### config.mk
export PLATFORM = sky130hd
export DESIGN_NAME = pipe_stage_buf
export DESIGN_NICKNAME = d
export VERILOG_FILES = /design/src/rtl/pipe_stage_buf.sv
export SDC_FILE = /design/constraint.sdc
export NUM_CORES = 1
export LEC_CHECK = 0
export ABC_AREA = 1
export BUFFER_PORTS_ARGS = -buffer_cell sky130_fd_sc_hd__buf_2
export CORE_AREA = 2 2 105 107
export DETAILED_ROUTE_END_ITERATION = 10
export DIE_AREA = 0 0 107 109
export SLEW_MARGIN = 20
export SYNTH_ARGS = -nofsm -noshare
export SYNTH_HDL_FRONTEND = slang
export SYNTH_SLANG_ARGS = --single-unit
### constraint.sdc
create_clock -name clk -period 2.27 [get_ports clk]
set_input_delay 0.1135 -clock clk [delete_from_list [all_inputs] [get_ports clk]]
set_output_delay 0.1135 -clock clk [all_outputs]
set_load 0.01 [all_outputs]
### src/rtl/pipe_stage_buf.sv
// pipe_stage_buf: inter-stage pipeline register with valid/ready handshake,
// 2-entry skid buffer, synchronous flush and a saturating stall counter.
module pipe_stage_buf #(
  parameter int unsigned DATA_W = 8,
  parameter int unsigned REG_W  = 3,
  parameter int unsigned LANES  = 2,
  parameter int unsigned CNT_W  = 8
) (
  input  logic                    clk,
  input  logic                    reset,
  input  logic                    flush,
  input  logic                    in_valid,
  output logic                    in_ready,
  input  logic [LANES*DATA_W-1:0] in_data,
  input  logic [LANES*REG_W-1:0]  in_reg,
  output logic                    out_valid,
  input  logic                    out_ready,
  output logic [LANES*DATA_W-1:0] out_data,
  output logic [LANES*REG_W-1:0]  out_reg,
  output logic [CNT_W-1:0]        stall_cnt
);

  localparam int unsigned DW = LANES * DATA_W;
  localparam int unsigned RW = LANES * REG_W;
  localparam logic [CNT_W-1:0] CNT_MAX = '1;

  // Occupancy: EMPTY = main invalid, ONE = main only, FULL = main + skid.
  typedef enum logic [1:0] {
    EMPTY = 2'd0,
    ONE   = 2'd1,
    FULL  = 2'd2
  } state_t;

  state_t          state_q, state_d;
  logic            out_valid_q;
  logic            in_ready_q;
  logic [DW-1:0]   main_data_q, skid_data_q;
  logic [RW-1:0]   main_reg_q, skid_reg_q;
  logic [CNT_W-1:0] stall_cnt_q;

  logic in_fire_c, out_fire_c;
  logic load_main_in, load_skid_in, load_main_skid;

  assign in_fire_c  = in_valid & in_ready_q;
  assign out_fire_c = out_valid_q & out_ready;

  // Next-state and load-select decode; flush overrides all movement.
  always_comb begin
    state_d        = state_q;
    load_main_in   = 1'b0;
    load_skid_in   = 1'b0;
    load_main_skid = 1'b0;
    unique case (state_q)
      EMPTY: begin
        if (in_fire_c) begin
          load_main_in = 1'b1;
          state_d      = ONE;
        end
      end
      ONE: begin
        if (in_fire_c && out_fire_c) begin
          load_main_in = 1'b1;
        end else if (in_fire_c) begin
          load_skid_in = 1'b1;
          state_d      = FULL;
        end else if (out_fire_c) begin
          state_d = EMPTY;
        end
      end
      FULL: begin
        if (out_fire_c) begin
          load_main_skid = 1'b1;
          state_d        = ONE;
        end
      end
      default: state_d = EMPTY;
    endcase
    if (flush) begin
      state_d        = EMPTY;
      load_main_in   = 1'b0;
      load_skid_in   = 1'b0;
      load_main_skid = 1'b0;
    end
  end

  // State register with handshake flags registered from the next state.
  always_ff @(posedge clk) begin
    if (reset) begin
      state_q     <= EMPTY;
      out_valid_q <= 1'b0;
      in_ready_q  <= 1'b1;
    end else begin
      state_q     <= state_d;
      out_valid_q <= (state_d != EMPTY);
      in_ready_q  <= (state_d != FULL);
    end
  end

  // Main and skid payload registers; cleared on reset and flush.
  always_ff @(posedge clk) begin
    if (reset || flush) begin
      main_data_q <= '0;
      main_reg_q  <= '0;
      skid_data_q <= '0;
      skid_reg_q  <= '0;
    end else begin
      if (load_main_in) begin
        main_data_q <= in_data;
        main_reg_q  <= in_reg;
      end else if (load_main_skid) begin
        main_data_q <= skid_data_q;
        main_reg_q  <= skid_reg_q;
      end
      if (load_skid_in) begin
        skid_data_q <= in_data;
        skid_reg_q  <= in_reg;
      end
    end
  end

  // Saturating count of back-pressured cycles; only reset clears it.
  always_ff @(posedge clk) begin
    if (reset) begin
      stall_cnt_q <= '0;
    end else if (out_valid_q && !out_ready && (stall_cnt_q != CNT_MAX)) begin
      stall_cnt_q <= stall_cnt_q + CNT_W'(1);
    end
  end

  assign in_ready  = in_ready_q;
  assign out_valid = out_valid_q;
  assign out_data  = main_data_q;
  assign out_reg   = main_reg_q;
  assign stall_cnt = stall_cnt_q;

endmodule

==> impl_metrics.tcl, run 1 <==
set metrics [dict create \
    status "completed" \
    ir_worst_vdd_mv 0.251 \
    clk_latency_ns 0.31 \
    crit_top_cell "nand2_1" \
    cp_max_fo 22 \
    worst_pin_slew_ns 0.461 \
    fp.coreArea_mm2 0.0106 \
    cts_hold_buf 0 \
    grt_pass1_wl_mm 10.3 \
    cts_buffers 5 \
    synthAdderAreaFrac 0.00482 \
    hold_viol 0 \
    setup_violations 0 \
    antenna_left 0 \
    hold_path_end "skid_data_q[4]$_SDFFE_PP0P_" \
    drt-initial-drc-count 122 \
    critPathSlowestCell "dfxtp_1" \
    ios 59 \
    rsz0062_at_grt "no" \
    regToRegStartpoint "out_valid$_SDFF_PP0_" \
    cts_tree "done" \
    finalClockSkew_ns 0.00741 \
    cts-root-buf "clkbuf_8" \
    viasPerCell 4.27 \
    start_util 0.245 \
    die_w_um 107 \
    hp-class "primary input to register" \
    synth_mux_area_frac 0 \
    slew-limit-headroom 0.691 \
    routed.top_layer "met5" \
    leakagePower_uw 0.00142 \
    drive_above_1_share 0.198 \
    synth_cell_types 23 \
    post-route-min-period_ns 1.75 \
    syn_nets 391 \
    cp-start-kind "register" \
    grtUsageTotal 0.111 \
    seq_area_frac_synth 0.432 \
    reg2reg_setup_slack_ns 0.52 \
    critPathRequiredTime_ns 2.48 \
    cpPeakStageDelay_ns 0.37 \
    synth-compound-area-share 0.143 \
    syn_area_per_cell_um2 7.15 \
    cts_htree_levels 2 \
    path_cells "nand2_1, nand2_2, nand2_1, nand2_1, nand2_2, a21oi_1, nor2_1" \
    gr-total-overflow 0 \
    core.rowCount 38 \
    finalSetupTns_ns 0 \
    via_count 2369 \
    die_area_mm2 0.0117 \
    syn_to_final_growth_pct 17.7 \
    drt_pass1_iterations 4 \
    grt_max_degree 45 \
    powerDensity_mw_per_mm2 580 \
    cts_buffer_depth 2 \
    syn_area_mm2 0.00259 \
    die_y_um 109 \
    nNetsFinal 442 \
    dr_wl_met2_mm 2.84 \
    min_from "in_data[4]" \
    cts.reportedPaths.clkPinSlew_ns 0.10 \
    io_buffer_count 58 \
    routed_wl_mm 6.31 \
    multiInputGateArea_mm2 0.00120 \
    dp_hpwl_mm 4.43 \
    setup_ws_ns 0.520 \
    antenna_found_initial 1 \
    yosys.area_share.simple 0.304 \
    globalplace.congestion 0.811 \
    synth-seq-cells 56 \
    post_drt_wl_per_cell_um 11.4 \
    synth_top_family_by_area "simple AND/OR/NAND/NOR gates" \
    report.final.slew_viol_count 0 \
    path_class "register to register" \
    yosysWarnings 0 \
    seq_area_mm2 0.00112 \
    syn_inst 363 \
    antenna_cells 0 \
    rr_worst_depth 7 \
    ctsResizeCount 0 \
    hold_depth 3 \
    cp-end-kind "register" \
    arrival_ns 1.96 \
    grt_pass1_vias 2236 \
    drc 0 \
    cts.sinks 56 \
    drv_cap 0 \
    dr_wl_met3_um 403 \
    synthXorXnorAreaFrac 0.0101 \
    fin_crit_sh 0.771 \
    fmax_mhz 572 \
    timing.rr.end "out_data[13]$_SDFFE_PP0P_" \
    dp_slack_ns 0.534 \
    fillCellCount 1180 \
    post_cts_buffers 0 \
    wl_met1_mm 2.97 \
]
-- cell usage in the layout, fill, tap and decap left out, types with 4 or more instances in the layout --
cell and instances:
clkbuf_8 5, dfxtp_1 56, nand2_2 4, buf_4 5, a21oi_1 26, nand2_1 50, inv_1 35, o21ai_1 7
nand3b_1 22, nand3_1 9, buf_2 58, nor2_1 81, o21ai_0 41
-- routing by layer --
| layer | vias up | GRT usage |
|---|---|---|
| li1 | 1251 | - |
| met1 | 1061 | 0.136 |
| met2 | 46 | 0.187 |
| met3 | 9 | 0.0353 |
| met4 | 2 | 0.0334 |
| met5 | - | 0 |
-- through the flow --
stage               total power (µW)  area [µm²]  hold WS [ns]  cells  utilization
floorplan                       1170        2590         0.248    363            -
global placement                1240        2960         0.350    547        0.279
detailed placement              1240        2960         0.366    547        0.279
CTS                             1800        3050        0.0306    555        0.288
global route                    1870        3050        0.0261    555        0.288
finish                          1770        3050        0.0370    555        0.288
-- critical path: cells and delay by family, from the launching register on --
family             cells  cell delay, ns
DFF                    1            0.37
AOI/OAI and AO/OA      1            0.29
and+or+nand+nor        6            0.98
-- final cells by class --
type,instances,share of cell area
clock inverter,3,0.00737
inverter,37,0.0455
timing repair buffer,63,0.107
sequential,56,0.367
multi-input combinational,251,0.393
tap,140,0.0574
clock buffer,5,0.0225
-- cells in the mapped netlist --
library cell  instances  area share
buf_2                 9       0.017
nor2_4                2      0.0087
dfxtp_1              56        0.43
inv_2                 2      0.0029
nor2_2                1      0.0024
xnor2_1               1      0.0034
nor2_1               82        0.12
inv_1                35       0.051
nand3b_1             22       0.064
nand3_1               9       0.017
ha_1                  1      0.0048
o21ai_1               7       0.013
nand2_1              50       0.072
nand4_1               1      0.0024
nand3_4               1      0.0068
buf_6                 6       0.026
clkbuf_2              2      0.0039
o21ai_0              41       0.079
nor3_1                1      0.0019
xor2_1                2      0.0068
a21oi_1              26       0.050
buf_4                 2      0.0058
nand2_2               4      0.0096
-- kinds of logic (layout without fill, tap and decap cells) --
kind of cell | count (synthesis) | after routing
and+or+nand+nor | 173 | 173
AOI/OAI and AO/OA | 74 | 74
DFF | 56 | 56
buffers and inverters | 56 | 108
xor gates and xnor gates | 3 | 3
adders and majority gates | 1 | 1
-- where the power goes --
group | switching (µW) | internal (µW)
clock | 336 | 222
sequential | 11.2 | 1000
combinational | 127 | 73.6
-- worst max-delay path by stage --
stage / start / end / slack [ns]
3_3_place_gp: in_ready$_SDFF_PP1_ / out_data[13]$_SDFFE_PP0P_ / 0.60
3_5_place_dp: out_valid$_SDFF_PP0_ / out_data[13]$_SDFFE_PP0P_ / 0.53
4_1_cts: out_valid$_SDFF_PP0_ / out_data[13]$_SDFFE_PP0P_ / 0.51
6_report: out_valid$_SDFF_PP0_ / out_data[13]$_SDFFE_PP0P_ / 0.52
5_1_grt: out_valid$_SDFF_PP0_ / out_data[13]$_SDFFE_PP0P_ / 0.33
2_1_floorplan: stall_cnt[1]$_SDFFE_PP0P_ / stall_cnt[1]$_SDFFE_PP0P_ / 0.89
No activity file was read; power rests on OpenSTA's default activity.
==> run 2, diff against run 1 <==
- ABC_AREA: 1 -> 0
- CORE_AREA: 2 2 105 107 -> 2 2 98 100
- DIE_AREA: 0 0 107 109 -> 0 0 100 102
- clock period: 2.27 -> 1.8 ns (I/O delays scaled with it)
==> impl_metrics.tcl, run 2 <==
set metrics [dict create \
    drv_cap 0 \
    io_buffer_count 58 \
    drt_pass1_iterations 4 \
    synth-seq-cells 56 \
    syn_nets 274 \
    viasPerCell 4.71 \
    synthFlopType "dfxtp_1" \
    ios 59 \
    cp_max_fo 11 \
    path_class "register to register" \
    grt_pass1_vias 1782 \
    cts.reportedPaths.clkPinSlew_ns 0.10 \
    fin_crit_sh 0.957 \
    setup_ws_ns 0.0783 \
    drive_above_1_share 0.269 \
    die_w_um 100 \
    grt_pass1_wl_mm 8.83 \
    synth_top_family_by_area "compound AO/OA/AOI/OAI gates" \
    finalSetupTns_ns 0 \
    cts_htree_levels 2 \
    yosys.area_share.simple 0.186 \
    ctsResizeCount 0 \
    synth_top_area_cell "dfxtp_1" \
    cts_tree "done" \
    antenna_left 0 \
    cp-end-kind "register" \
    slew-limit-headroom 0.375 \
    core.rowCount 35 \
    antenna_cells 0 \
    fmax_mhz 581 \
    syn_to_final_growth_pct 20.8 \
    finalClockSkew_ns 0.00972 \
    synthTopCellsByArea "dfxtp_1 50%, nand2_1 8.3%, o2bb2ai_1 8.2%, o22ai_1 6.1%, a21oi_1 6.0%" \
    syn_inst 246 \
    drc 0 \
    synthAdderAreaFrac 0.00556 \
    post_cts_buffers 0 \
    yosysMostFrequentCell "dfxtp_1" \
    dp_slack_ns 0.0431 \
    synth_cell_types 37 \
    yosysWarnings 0 \
    fp.coreArea_mm2 0.00911 \
    synth.top_cell.area_share 0.498 \
    start_util 0.247 \
    cts-root-buf "clkbuf_8" \
    hold_viol 0 \
    antenna_found_initial 0 \
    drt-initial-drc-count 73 \
    dp_hpwl_mm 3.71 \
    synthXorXnorAreaFrac 0.00778 \
    seq_area_frac_synth 0.498 \
    multiInputGateArea_mm2 0.00102 \
    synth-async-reset-ratio 0 \
    powerDensity_mw_per_mm2 786 \
    hp-class "primary input to register" \
    routed_wl_mm 5.45 \
    reg2reg_setup_slack_ns 0.08 \
    die_area_mm2 0.0102 \
    post_drt_wl_per_cell_um 13.1 \
    cts_hold_buf 0 \
    syn_area_per_cell_um2 9.15 \
    report.final.slew_viol_count 0 \
    nNetsFinal 332 \
    cp-start-kind "register" \
    grtUsageTotal 0.107 \
    holdWs_ns 0.0251 \
    critPathRequiredTime_ns 2.04 \
    die_y_um 102 \
    leakagePower_uw 0.00103 \
    globalplace.congestion 0.815 \
    cts.sinks 56 \
    final_cell_mix "58 x buf_2, 56 x dfxtp_1, 50 x nand2_1, 27 x a21oi_1, 22 x o22ai_1" \
    seq_area_mm2 0.00112 \
    yosys-top-cells-count "56 x dfxtp_1, 50 x nand2_1, 27 x a21oi_1, 22 x o22ai_1, 21 x o2bb2ai_1" \
    cts_buffer_depth 2 \
    synth-compound-area-share 0.239 \
    synth_edf_count 0 \
    via_count 1961 \
    status "completed" \
    clk_latency_ns 0.30 \
    gr-total-overflow 0 \
    worst_pin_slew_ns 0.932 \
    grt_max_degree 25 \
    syn_area_mm2 0.00225 \
    post-route-min-period_ns 1.72 \
    mostFrequentLayoutCell "buf_2" \
    cts_buffers 5 \
    fillCellCount 963 \
    arrival_ns 1.96 \
    synth_mux_area_frac 0.00889 \
    ir_worst_vdd_mv 0.327 \
    setup_violations 0 \
]
==> run 2: final cells by class <==
class,instances,share of cell area
clock inverters,1,0.00322
multi-input cells,174,0.375
well taps,111,0.0511
clock buffers,7,0.0281
repair buffers,66,0.129
inverters,1,0.00138
flip-flops and latches,56,0.412
==> run 2: kinds of logic (layout without fill, tap and decap cells) <==
group / Yosys count / after routing
and+or+nand+nor: 87 / 88
muxes: 2 / 2
xor gates and xnor gates: 2 / 2
DFF: 56 / 56
adders and majority gates: 1 / 1
buffers and inverters: 17 / 75
AOI/OAI and AO/OA: 81 / 81
==> run 2: through the flow <==
| step | power (µW) | std cells | utilization | instance area, µm² |
|---|---|---|---|---|
| floorplan | 1410 | 246 | - | 2250 |
| global placement | 1490 | 407 | 0.288 | 2620 |
| detailed placement | 1490 | 407 | 0.288 | 2620 |
| CTS | 2170 | 415 | 0.297 | 2710 |
| global route | 2250 | 416 | 0.298 | 2720 |
| finish | 2140 | 416 | 0.298 | 2720 |
==> run 2: critical path, cell delays in order (launching register included) <==
cell and delay [ns]:
dfxtp_1 0.39, nand3b_4 0.19, a21oi_2 0.12, nor3_2 0.78
o2bb2ai_1 0.18
==> run 2: path summary, 6_finish.rpt <==
| check | to | depth (start not counted) | from |
|---|---|---|---|
| max | out_data[15]$_SDFFE_PP0P_ | 4 | state_q[1]$_SDFF_PP0_ |
| min | skid_data_q[10]$_SDFFE_PP0P_ | 3 | in_data[10] |
| max reg2reg | out_data[15]$_SDFFE_PP0P_ | 4 | state_q[1]$_SDFF_PP0_ |
| min reg2reg | skid_reg_q[0]$_SDFFE_PP0P_ | 2 | skid_reg_q[0]$_SDFFE_PP0P_ |
==> run 2: layer usage <==
metal / track usage / routed length [µm]
met5: 0 / 0
met1: 0.142 / 2620
met3: 0.0369 / 381
met4: 0.0285 / 57
met2: 0.165 / 2390
==> run 2: report_power, final <==
part,total [µW],internal [µW],leakage [µW],switching (µW)
registers,1260,1250,0.000452,10.8
clock network,672,279,0.0000424,393
logic,200,78.4,0.000536,122
total,2140,1610,0.00103,526
